**src/rtl/pipeline_ctrl_if.sv**
```systemverilog
// Stall/flush control bundle between the pipeline stages and pipeline_ctrl.
// Stages drive requests and the exception; the controller drives stall/flush/redirect.
interface pipeline_ctrl_if;
    logic        stallreq_from_if;
    logic        stallreq_from_id;
    logic        stallreq_from_ex;
    logic        stallreq_from_mem;
    logic [31:0] excepttype_i;
    logic [31:0] cp0_epc_i;
    logic [5:0]  stall;
    logic        flush;
    logic [31:0] new_pc;
    logic        stall_timeout;

    modport master (
        output stallreq_from_if, stallreq_from_id,
        output stallreq_from_ex, stallreq_from_mem,
        output excepttype_i, cp0_epc_i,
        input  stall, flush, new_pc, stall_timeout
    );

    modport slave (
        input  stallreq_from_if, stallreq_from_id,
        input  stallreq_from_ex, stallreq_from_mem,
        input  excepttype_i, cp0_epc_i,
        output stall, flush, new_pc, stall_timeout
    );
endinterface

```
**src/rtl/pipeline_ctrl.sv**
```systemverilog
// Central stall/flush controller: merges stage stall requests, sequences
// exception flushes (deferred behind a stalled MEM access) and a stall watchdog.
module pipeline_ctrl #(
    parameter logic [31:0] EXC_VECTOR = 32'h0000_0020,
    parameter logic [31:0] ERET_TYPE  = 32'h0000_000e,
    parameter int          WDOG_LIMIT = 1023,
    parameter int          WDOG_W     = 10
) (
    input logic           clk,
    input logic           rst,
    pipeline_ctrl_if.slave bus
);

    typedef enum logic {RUN, PEND} state_t;

    localparam logic [WDOG_W-1:0] LIM = WDOG_W'(WDOG_LIMIT);

    state_t            state_q, state_d;
    logic [31:0]       type_q, type_d;
    logic [31:0]       epc_q, epc_d;
    logic [5:0]        stall_c;
    logic              flush_c;
    logic [31:0]       pc_c;
    logic [WDOG_W-1:0] cnt_q;
    logic              to_q;
    logic              stalled;

    function automatic logic [31:0] redirect(input logic [31:0] t,
                                             input logic [31:0] e);
        return (t == ERET_TYPE) ? e : EXC_VECTOR;
    endfunction

    always_ff @(posedge clk or negedge rst) begin
        if (!rst) begin
            state_q <= RUN;
            type_q  <= '0;
            epc_q   <= '0;
        end else begin
            state_q <= state_d;
            type_q  <= type_d;
            epc_q   <= epc_d;
        end
    end

    always_comb begin
        state_d = state_q;
        type_d  = type_q;
        epc_d   = epc_q;
        stall_c = 6'b000000;
        flush_c = 1'b0;
        pc_c    = '0;
        if (rst) begin
            unique case (state_q)
                RUN: begin
                    if (bus.excepttype_i != '0 && !bus.stallreq_from_mem) begin
                        flush_c = 1'b1;
                        pc_c    = redirect(bus.excepttype_i, bus.cp0_epc_i);
                    end else if (bus.excepttype_i != '0) begin
                        type_d  = bus.excepttype_i;
                        epc_d   = bus.cp0_epc_i;
                        stall_c = 6'b011111;
                        state_d = PEND;
                    end else if (bus.stallreq_from_mem) begin
                        stall_c = 6'b011111;
                    end else if (bus.stallreq_from_ex) begin
                        stall_c = 6'b001111;
                    end else if (bus.stallreq_from_id) begin
                        stall_c = 6'b000111;
                    end else if (bus.stallreq_from_if) begin
                        stall_c = 6'b000011;
                    end
                end
                PEND: begin
                    // Exception waits for the bus access; new inputs are ignored.
                    if (bus.stallreq_from_mem) begin
                        stall_c = 6'b011111;
                    end else begin
                        flush_c = 1'b1;
                        pc_c    = redirect(type_q, epc_q);
                        state_d = RUN;
                    end
                end
                default: state_d = RUN;
            endcase
        end
    end

    assign stalled = (stall_c != 6'b000000) && !flush_c;

    // Saturating count; the pulse fires only on the step into LIM.
    always_ff @(posedge clk or negedge rst) begin
        if (!rst) begin
            cnt_q <= '0;
            to_q  <= 1'b0;
        end else begin
            to_q <= 1'b0;
            if (!stalled) begin
                cnt_q <= '0;
            end else if (cnt_q != LIM) begin
                cnt_q <= cnt_q + 1'b1;
                if (cnt_q == LIM - 1'b1) to_q <= 1'b1;
            end
        end
    end

    assign bus.stall         = stall_c;
    assign bus.flush         = flush_c;
    assign bus.new_pc        = pc_c;
    assign bus.stall_timeout = to_q;

endmodule

```
**src/flat_wrapper.sv**
```systemverilog
// flat-port wrapper written by rule: the top's interface ports become plain ports
module pipeline_ctrl_flat 
#(
    parameter logic [31:0] EXC_VECTOR = 32'h0000_0020,
    parameter logic [31:0] ERET_TYPE  = 32'h0000_000e,
    parameter int          WDOG_LIMIT = 1023,
    parameter int          WDOG_W     = 10
)
  (clk, rst, bus_stallreq_from_if, bus_stallreq_from_id, bus_stallreq_from_ex, bus_stallreq_from_mem, bus_excepttype_i, bus_cp0_epc_i, bus_stall, bus_flush, bus_new_pc, bus_stall_timeout);
  pipeline_ctrl_if bus_i ();
  input logic clk;
  input logic rst;
  input wire logic [$bits(bus_i.stallreq_from_if)-1:0] bus_stallreq_from_if;
  input wire logic [$bits(bus_i.stallreq_from_id)-1:0] bus_stallreq_from_id;
  input wire logic [$bits(bus_i.stallreq_from_ex)-1:0] bus_stallreq_from_ex;
  input wire logic [$bits(bus_i.stallreq_from_mem)-1:0] bus_stallreq_from_mem;
  input wire logic [$bits(bus_i.excepttype_i)-1:0] bus_excepttype_i;
  input wire logic [$bits(bus_i.cp0_epc_i)-1:0] bus_cp0_epc_i;
  output wire logic [$bits(bus_i.stall)-1:0] bus_stall;
  output wire logic [$bits(bus_i.flush)-1:0] bus_flush;
  output wire logic [$bits(bus_i.new_pc)-1:0] bus_new_pc;
  output wire logic [$bits(bus_i.stall_timeout)-1:0] bus_stall_timeout;
  assign bus_i.stallreq_from_if = bus_stallreq_from_if;
  assign bus_i.stallreq_from_id = bus_stallreq_from_id;
  assign bus_i.stallreq_from_ex = bus_stallreq_from_ex;
  assign bus_i.stallreq_from_mem = bus_stallreq_from_mem;
  assign bus_i.excepttype_i = bus_excepttype_i;
  assign bus_i.cp0_epc_i = bus_cp0_epc_i;
  assign bus_stall = bus_i.stall;
  assign bus_flush = bus_i.flush;
  assign bus_new_pc = bus_i.new_pc;
  assign bus_stall_timeout = bus_i.stall_timeout;
  pipeline_ctrl #(.EXC_VECTOR(EXC_VECTOR), .ERET_TYPE(ERET_TYPE), .WDOG_LIMIT(WDOG_LIMIT), .WDOG_W(WDOG_W)) u_core (.clk(clk), .rst(rst), .bus(bus_i));
endmodule
```
**config.mk**
```make
export PLATFORM = sky130hd
export DESIGN_NAME = pipeline_ctrl_flat
export DESIGN_NICKNAME = d
export VERILOG_FILES = /design/src/rtl/pipeline_ctrl_if.sv /design/src/rtl/pipeline_ctrl.sv /design/src/flat_wrapper.sv
export SDC_FILE = /design/constraint.sdc
export NUM_CORES = 1
export LEC_CHECK = 0
export ABC_AREA = 0
export CAP_MARGIN = 10
export CORE_AREA = 8 8 102 104
export DETAILED_ROUTE_END_ITERATION = 6
export DIE_AREA = 0 0 110 112
export GPL_ROUTABILITY_DRIVEN = 0
export GPL_TIMING_DRIVEN = 0
export PLACE_DENSITY = 0.79
export SETUP_SLACK_MARGIN = 0.02
export SYNTH_ARGS = -nofsm -noshare
export SYNTH_HDL_FRONTEND = slang
export SYNTH_SLANG_ARGS = --single-unit
```
**constraint.sdc**
```tcl
create_clock -name clk -period 4.2 [get_ports clk]
set_input_delay 1.26 -clock clk [delete_from_list [all_inputs] [get_ports clk]]
set_output_delay 1.26 -clock clk [all_outputs]
set_load 0.01 [all_outputs]
```
==> impl_results.md, run 1 <==
* Worst Hold Class: reg -> reg
* Root buf cell: clkbuf_8
* WL/cell at around 20 µm
* Min Tclk post-route at 4120 ps
* CP endpoint kind: output pin
* Post-DP Area at approximately 0.0054 mm²
* # IOs at 110
* Initial DRC count at ~270
* Die Y at 112 µm
* Max-Cap Viols at 0
* Worst setup path class: in -> out
* Fin nets at 626
* Diode count at 0
* Post-synthesis sequential area ratio at 0.453
* Tcrit/Tclk final at 0.982
* Setup TNS at 0 ps
* Final Max Tran Viols at 0
* Initial antenna violation count at 0
* Clock sink count at 76
* Outcome: complete, no violations
* Leakage at 0.00238 µW
* GR Util All Layers at 0.212
* Syn avg cell area at 10.2 µm²
* Dpl hpwl at 9100 µm
* Maximum VDD drop at between 200 and 250 µV
* Top-count cell post-synth: dfrtp_1
* Layout cells sized above 1 at 0.354
* Sw Share at 0.305
* Post-synthesis cell count at 413
* Initial Util at 0.473
* Asr flop ratio synth at 1.00
* CTS H-tree depth at 3
* Via/cell ratio at 6.11
* CTS tree: yes
* Post-DRT Antenna Nets at 0
* Final worst-path setup slack at 76.3 ps
* Drt drc at 0
* Share of the synthesized area in the top cell type at 0.453
* Port buffer count at 107
* Rows at 35
* Worst endpoint required time at 2940 ps
* Final-report hold violation count at 0
* Post-Layout Inst Area at 0.00594 mm²
* Skew-Pair Late Insertion Delay at 360 ps
* Power per cell area at 347 mW/mm²
* Worst-path clk slew at 80 ps
* WL final at between 10,000 and 15,000 µm
* Number of synthesized flops with an enable pin at 0
* Pin count of the biggest net entering global routing at 33
* Setup violations, final at 0
* Synth area leader: dfrtp_1
* Area delta synth->final at 41.3%
* Main synth FF type: dfrtp_1
* Crit Path Max Fanout at 3
* GRT overflow at 0
* Most area-consuming cells after synthesis: dfrtp_1 (45%), mux2_2 (17%), nor3b_1 (5.5%)
* Synth cell types at 35
* Pre-CTS setup slack at -1030 ps
* Die area at roughly 0.012 mm²
* Die width at ~110 µm
* Vias in the first global route at slightly above 4k
* Mapped cell area at 0.00420 mm²
* Synth cell count leaders: dfrtp_1 (76), mux2_2 (62), a31oi_1 (35), nand4_1 (35), clkbuf_1 (33)
* Worst relative slew slack at 0.568
* Unrepaired setup endpoints after global routing: false
* Post-Syn Nets at 485
* Clock skew at about 12 ps
* CTS Buf Count at 9
* Worst slew pin tran at between 600 and 700 ps
* CP Data Arrival Time at 2860 ps
* Critical path launch point type: input port
* Core area at 0.00889 mm²
* Peak Freq at around 240 MHz
* FF+latch count, synth at 76
* Seq pwr share at 0.492
* Internal at 1430 µW
* Maximum buffer depth of the clock tree at 2
* Total number of vias at 4,093
* Switching Power at 628 µW
* First-pass DRT Iterations at 5
* Synth warn at 0
* First-pass GRT wire length at 20,900 µm
* Clock power frac at 0.251
* Comb power frac at 0.257
==> area by class of cell <==
class | instances | area [µm²]
Sequential cell | 76 | 1900
Fill cell | 708 | 2950
Timing Repair Buffer | 130 | 1100
Buffer | 44 | 344
Tap cell | 111 | 139
Clock buffer | 10 | 138
Inverter | 4 | 15.0
Clock inverter | 6 | 40.0
Multi-Input combinational cell | 289 | 2260
==> cells by family (layout without fill, tap and decap cells) <==
logic type,after synthesis,after routing,share of synthesized area
and+or+nand+nor,142,142,0.209
AOI/OAI and AO/OA,77,77,0.107
DFF,76,76,0.453
muxes,64,64,0.171
buffers and inverters,48,194,0.0473
xor gates and xnor gates,3,3,0.00625
adders and majority gates,2,2,0.00595
other,1,1,0.000893
==> stage by stage <==
stage / utilization / total power, µW / hold WS (ps) / std cells
final: 0.668 / 2060 / 505 / 670
after global routing: 0.668 / 2170 / 531 / 670
after CTS: 0.663 / 2060 / 507 / 664
after detailed placement: 0.612 / 1570 / 489 / 632
after global placement: 0.609 / 1540 / 481 / 631
after floorplan: - / 1320 / 471 / 413
==> layer usage <==
layer | part of all wire | up-vias | GRT usage | wire length, µm
met5 | 0 | - | 0 | 0
met4 | 0.014 | 0 | 0.0694 | 183
met3 | 0.082 | 18 | 0.0456 | 1090
met2 | 0.49 | 203 | 0.333 | 6490
met1 | 0.41 | 2026 | 0.281 | 5490
li1 | - | 1846 | - | -
==> worst paths after layout <==
kind / from / endpoint / slack, ps / cells past startpoint
setup / recovery: bus_excepttype_i[7] / bus_stall[1] / 80 / 10
hold / removal: u_core.epc_q[5]$_DFFE_PN0P_ / u_core.epc_q[5]$_DFFE_PN0P_ / 510 / 1
setup reg to reg: u_core.state_q$_DFFE_PN0P_ / u_core.type_q[31]$_DFFE_PN0P_ / 1890 / 7
hold reg to reg: u_core.epc_q[5]$_DFFE_PN0P_ / u_core.epc_q[5]$_DFFE_PN0P_ / 510 / 1
max in group asynchronous: rst / u_core.type_q[28]$_DFFE_PN0P_ / 2890 / 2
min in group asynchronous: rst / u_core.epc_q[25]$_DFFE_PN0P_ / 730 / 1
==> state kept, by name, indices dropped and copies added (netlist names) <==
signal and flops:
u_core.state_q 1, u_core.cnt_q 10, u_core.bus.stall_timeout 1, u_core.type_q 32
u_core.epc_q 32
==> placed cells by master, fill, tap and decap left out, types with 5 or more instances in the layout <==
master / Yosys / final
buf_6: 0 / 6
clkbuf_2: 0 / 22
clkbuf_1: 33 / 20
dfrtp_1: 76 / 76
nor3b_1: 31 / 31
nor4_1: 15 / 9
buf_4: 2 / 18
nand4_1: 35 / 35
dlygate4sd2_1: 0 / 10
buf_2: 9 / 37
clkdlybuf4s15_1: 0 / 8
mux2_2: 62 / 62
clkbuf_8: 0 / 12
nand2_1: 8 / 8
and4_1: 5 / 5
nor3_1: 14 / 12
a21oi_1: 32 / 31
a31oi_1: 35 / 32
clkdlybuf4s50_1: 0 / 35
nor2_1: 11 / 8
clkbuf_16: 0 / 6
==> power by group through the flow <==
stage / Clock (µW) / Sequential, µW / Combinational (µW)
floorplan: 0 / 993 / 324
global placement: 0 / 1010 / 529
detailed placement: 0 / 1020 / 551
CTS: 523 / 1010 / 526
global route: 561 / 1030 / 572
finish: 517 / 1010 / 529
==> worst max-delay path: stages <==
cell and delay (ps):
clkdlybuf4s15_1 200, nor4_2 260, buf_4 150, buf_4 90
nand4_1 220, nor3_4 260, buf_4 140, nor2_2 30
buf_4 120, buf_6 110
==> timing repair <==
item                                    in CTS  in global routing
setup buffers                               13                  5
hold buffers                                 0                  0
gates cloned                                 3                  1
gates resized for setup                    239                 43
endpoints found under the setup margin      37                 33
pin swaps                                   16                 11
hold endpoints to repair                     0                  0
(Power assumes the default switching activity.)
==> inputs of run 2 (changes only) <==
- ABC_AREA: 0 -> not set
- CORE_AREA: 8 8 102 104 -> 8 8 93 95
- DIE_AREA: 0 0 110 112 -> 0 0 101 103
- DONT_BUFFER_PORTS: not set -> 1
- PLACE_DENSITY: 0.79 -> 0.74
==> run 2 against run 1 <==
  * Setup slack better by 86 ps
  * Highest routed layer unchanged
  * Register-to-register slack better by 90 ps
  * Global-route usage increased by 1.2 points
  * Clock power increased by 22%
==> impl_results.md, run 2 (synthesis results as in run 1) <==
* Maximum VDD drop at 336 µV
* Initial DRC count at 150
* Met3 Use GR at 0.0831
* CTS Buf Count at 9
* Final worst-path setup slack at between 150 and 200 ps
* Die area at 0.0104 mm²
* Cell Count, Final, Fillers Out at 529
* Peak Freq at roughly 250 MHz
* Critical hold path startpoint: u_core.epc_q[5]$_DFFE_PN0P_
* Skew-Pair Late Insertion Delay at 350 ps
* Tcrit/Tclk final at 0.961
* CTS H-tree depth at 3
* Worst slew pin tran at between 600 and 700 ps
* Post-CTS Setup Bufs at 0
* CP endpoint kind: output pin
* Biggest regs: u_core.epc_q: 32 flops, u_core.type_q: 32 flops, u_core.cnt_q: 10 flops
* Total number of vias at 3,506
* Die width at 101 µm
* Max-Cap Viols at 0
* CP Data Arrival Time at approximately 2800 ps
* Core area at 0.00714 mm²
* Post-DRT Antenna Nets at 0
* Min Tclk post-route at just over 4000 ps
* GRT overflow at 0
* Pin count of the biggest net entering global routing at 82
* CTS tree: yes
* Clock skew at 11.6 ps
* Fin nets at 496
* Worst endpoint required time at 2940 ps
* Worst Hold Class: reg -> reg
* First-pass DRT Iterations at 5
* Placed Cells at 512
* Rows at 31
* Drt drc at 0
* Post-CTS Hold Buffers at 0
* First-pass GRT wire length at 18,400 µm
* Met2 usage at 0.357
* Initial antenna violation count at 1
* Pre-CTS setup slack at -82.8 ps
* Commonest non-fill, non-tap cells in the layout: dfrtp_1 (76), mux2_2 (62), a31oi_1 (35), nand4_1 (35), a21oi_1 (32)
* Worst relative slew slack at 0.539
* Final Max Tran Viols at 0
* Dpl hpwl at 7890 µm
* Via/cell ratio at 6.63
* GRT met1 Usage at 0.270
* Area delta synth->final at 9.68%
* # IOs at 110
* Setup TNS at 0 ps
* Leakage at 0.00166 µW
* Setup violations, final at 0
* Layout cells sized above 1 at 0.245
* Worst setup path class: in -> out
* Crit Path Max Fanout at 10
* Die Y at 103 µm
* Port buffer count at 0
* Initial Util at 0.589
* Critical path launch point type: input port
* Power per cell area at 440 mW/mm²
* Critical Path Source: bus_stallreq_from_mem
* GR Util All Layers at 0.224
* Worst-path clk slew at approximately 80 ps
* Root buf cell: clkbuf_8
* Maximum buffer depth of the clock tree at 2
* Outcome: complete, no violations
* GR peak layer: met2
* Commonest non-fill, non-tap cell in the layout: dfrtp_1
* WL final at 11,300 µm
* Unrepaired setup endpoints after global routing: false
* WL/cell at 21.4 µm
* Final-report hold violation count at 0
* Vias in the first global route at 3,573
* R2R Path Start: u_core.state_q$_DFFE_PN0P_
* Clock sink count at 76
-- run 2: cell types whose count changed in the layout (fill, tap and decap cells not counted), moves of 4 or more --
cell,delta
clkbuf_1,+6
nor4_2,+4
clkdlybuf4s15_1,-8
clkdlybuf4s50_1,-35
buf_4,-15
dlygate4sd2_1,-10
buf_6,-6
nor4_4,-4
clkbuf_2,-16
clkbuf_16,-6
buf_2,-28
-- run 2: area by class of cell --
class	instances	area, µm²
fillers	601	2530
plain buffers	44	195
clock buffers	10	138
clock inverters	6	86.3
multi-input cells	289	2150
well taps	99	124
inverters	4	15.0
flip-flops and latches	76	1900
diodes	1	2.50
-- run 2: stage by stage --
stage               area [µm²]   util  hold WS [ps]  power [µW]
floorplan                 4200      -           471        1320
global placement          4330  0.606           480        1390
detailed placement        4330  0.606           487        1410
CTS                       4560  0.638           505        2030
global route              4610  0.646           523        2130
finish                    4610  0.646           507        2030
-- run 2: report_power, final --
| part | switching (µW) | total (µW) | leakage (µW) | internal [µW] |
|---|---|---|---|---|
| Clock | 278 | 629 | 0.000113 | 351 |
| Sequential | 95.9 | 1010 | 0.000918 | 915 |
| Combinational | 183 | 387 | 0.000626 | 204 |
| Total | 557 | 2030 | 0.00166 | 1470 |
-- run 2: final timing paths --
kind,cells past startpoint,endpoint,slack [ps]
max in group asynchronous,0,u_core.type_q[18]$_DFFE_PN0P_,3470
worst max register to register,7,u_core.epc_q[12]$_DFFE_PN0P_,1980
min in group asynchronous,0,u_core.cnt_q[9]$_DFFE_PN0P_,590
worst max-delay path,7,bus_stall[1],160
worst min register to register,1,u_core.epc_q[5]$_DFFE_PN0P_,510
worst min-delay path,1,u_core.epc_q[5]$_DFFE_PN0P_,510
-- run 2: critical path, stage by stage --
cell and delay, ps:
clkbuf_1 200, or3_1 380, or3_1 330, nor3_2 170
buf_4 220, nor2_2 70, buf_4 150
-- run 2: layer usage --
metal	routed length, µm	up-vias	share of wire
met1	4530	1738	0.40
met3	1240	16	0.11
li1	-	1587	-
met4	153	0	0.014
met5	0	-	0
met2	5380	165	0.48
-- run 2: timing repair --
action,in CTS,in global routing
gates resized for setup,3,20
setup endpoints to repair,1,32
endpoints found under the hold margin,0,0
==> inputs of run 3 (changes only) <==
- TNS_END_PERCENT: not set -> 20
==> run 3 against run 2 <==
  * Clock-buffer cell count is the same
  * Maximum frequency shrank 1.1%
  * Worst hold slack lost 2.1 ps
  * Global-route usage is the same
  * Sequential power is essentially flat
  * Critical path type unchanged
==> impl_results.md, run 3 (synthesis results as in run 1) <==
* Outcome: complete, no violations
* Comb power frac at 0.191
* Critical Path Source: bus_excepttype_i[12]
* Critical-path top delay cell: nor4_1
* Max incr delay on CP at about 360 ps
* Root buf cell: clkbuf_8
* Vias in the first global route at 3,573
* R2R Path Start: u_core.state_q$_DFFE_PN0P_
* Initial DRC count at 162
* WL/cell at around 21 µm
* Post-CTS Setup Bufs at 0
* Layout cells sized above 1 at 0.235
* Rows at 31
* Leakage at between 0.0015 and 0.002 µW
* Commonest non-fill, non-tap cell in the layout: dfrtp_1
* Internal at roughly 1500 µW
* Sw Share at 0.273
* Switching Power at 553 µW
* Clock sink count at 76
* GR Util All Layers at 0.224
* Unrepaired setup endpoints after global routing: true
* Kind of cell adding the most delay to the critical path: simple AND/OR/NAND/NOR gates
* Peak Freq at 245 MHz
* Skew-Pair Late Insertion Delay at 350 ps
* Min Tclk post-route at just over 4000 ps
* Final-report hold violation count at 0
* CP bufs+invs at 3
* Final worst-path setup slack at 116 ps
* Placed Cells at 512
* Power, Total at 2020 µW
* Worst relative slew slack at 0.535
* CP endpoint kind: output pin
* Cell Chain, Critical Path: nor4_1 -> and4_1 -> buf_2 -> a31oi_1 -> buf_2 -> nor2_2 -> buf_4
* Die Y at 103 µm
* Via/cell ratio at 6.61
* Maximum VDD drop at 336 µV
* Worst slew pin tran at 697 ps
* Seq pwr share at 0.500
* Critical path launch point type: input port
* Total number of vias at approximately 3.5k
* Post-Layout Inst Area at 0.00458 mm²
* Clock power frac at 0.309
* CTS tree: yes
* Tcrit/Tclk final at 0.972
* Die area at between 0.01 and 0.015 mm²
* Pin count of the biggest net entering global routing at 82
* Port buffer count at 0
* Clock skew at about 8.7 ps
* Worst-path clk slew at 80 ps
* Dpl hpwl at 7890 µm
* Core area at 0.00714 mm²
* # IOs at 110
* Worst Hold Class: reg -> reg
* Post-DRT Antenna Nets at 0
* Critical hold path startpoint: u_core.epc_q[5]$_DFFE_PN0P_
* Post-DP Area at 0.00433 mm²
* Worst setup path class: in -> out
* Initial antenna violation count at 1
* Pre-CTS setup slack at -82.8 ps
* Die width at 101 µm
* Biggest regs: u_core.epc_q: 32 flops, u_core.type_q: 32 flops, u_core.cnt_q: 10 flops
* CP Data Arrival Time at about 2800 ps
* WL final at around 11,000 µm
* Initial Util at 0.589
* Final Max Tran Viols at 0
* Cell Count, Final, Fillers Out at 529
* CTS H-tree depth at 3
* GRT overflow at 0
* CTS Buf Count at 9
* Fillers at 609
* Worst endpoint required time at 2940 ps
* Fin nets at 496
* Setup violations, final at 0
* Most used cell, CP: buf_2
* Maximum buffer depth of the clock tree at 2
* First-pass GRT wire length at 18,400 µm
* Power per cell area at 441 mW/mm²
* First-pass DRT Iterations at 5
* Max-Cap Viols at 0
* Area delta synth->final at 9.08%
* Crit Path Max Fanout at 10
* Commonest non-fill, non-tap cells in the layout: dfrtp_1 (76), mux2_2 (62), a31oi_1 (35), nand4_1 (35), a21oi_1 (32)
* Drt drc at 0
==> run 3: changes by cell type in the layout (fill, tap and decap cells not counted) <==
cell	before	now
nor4_1	9	13
nor4_2	6	2
==> run 3: through the flow <==
stage,utilization,TNS (ps),hold slack [ps]
floorplan,-,0,471
global placement,0.606,-59.8,480
detailed placement,0.606,-82.8,487
CTS,0.638,0,505
global route,0.642,-14.6,523
finish,0.642,0,505
==> run 3: path summary, 6_finish.rpt <==
check	endpoint	slack, ps	cells after the start
min	u_core.epc_q[5]$_DFFE_PN0P_	510	1
min in group asynchronous	u_core.cnt_q[9]$_DFFE_PN0P_	600	0
max	bus_stall[1]	120	7
min reg2reg	u_core.epc_q[5]$_DFFE_PN0P_	510	1
max in group asynchronous	u_core.type_q[18]$_DFFE_PN0P_	3470	0
max reg2reg	u_core.epc_q[12]$_DFFE_PN0P_	1970	7
==> run 3: routing by layer <==
metal / global-route usage / wire [µm] / vias up
met5: 0 / 0 / -
met1: 0.270 / 4530 / 1744
met4: 0.0836 / 165 / 0
li1: - / - / 1585
met3: 0.0831 / 1200 / 17
met2: 0.357 / 5350 / 153
==> run 3: repair_timing <==
action / CTS / global route
resized for setup: 3 / 16
cloned: 0 / 0
hold buffers: 0 / 0
endpoints found under the setup margin: 1 / 32
==> run 3: cell type report <==
cell class                 count  area (µm²)  share of cell area
multi-input combinational    289        2120               0.463
sequential                    76        1900               0.415
buffer                        44         195              0.0426
clock buffer                  10         138              0.0300
tap                           99         124              0.0270
clock inverter                 6        86.3              0.0188
inverter                       4        15.0             0.00328
antenna                        1        2.50            0.000546
==> run 3: power by group through the flow <==
stage / Combinational [µW] / Sequential [µW] / Clock (µW)
floorplan: 324 / 993 / 0
global placement: 374 / 1010 / 0
finish: 386 / 1010 / 624
global route: 422 / 1030 / 672
detailed placement: 386 / 1020 / 0
CTS: 387 / 1010 / 636
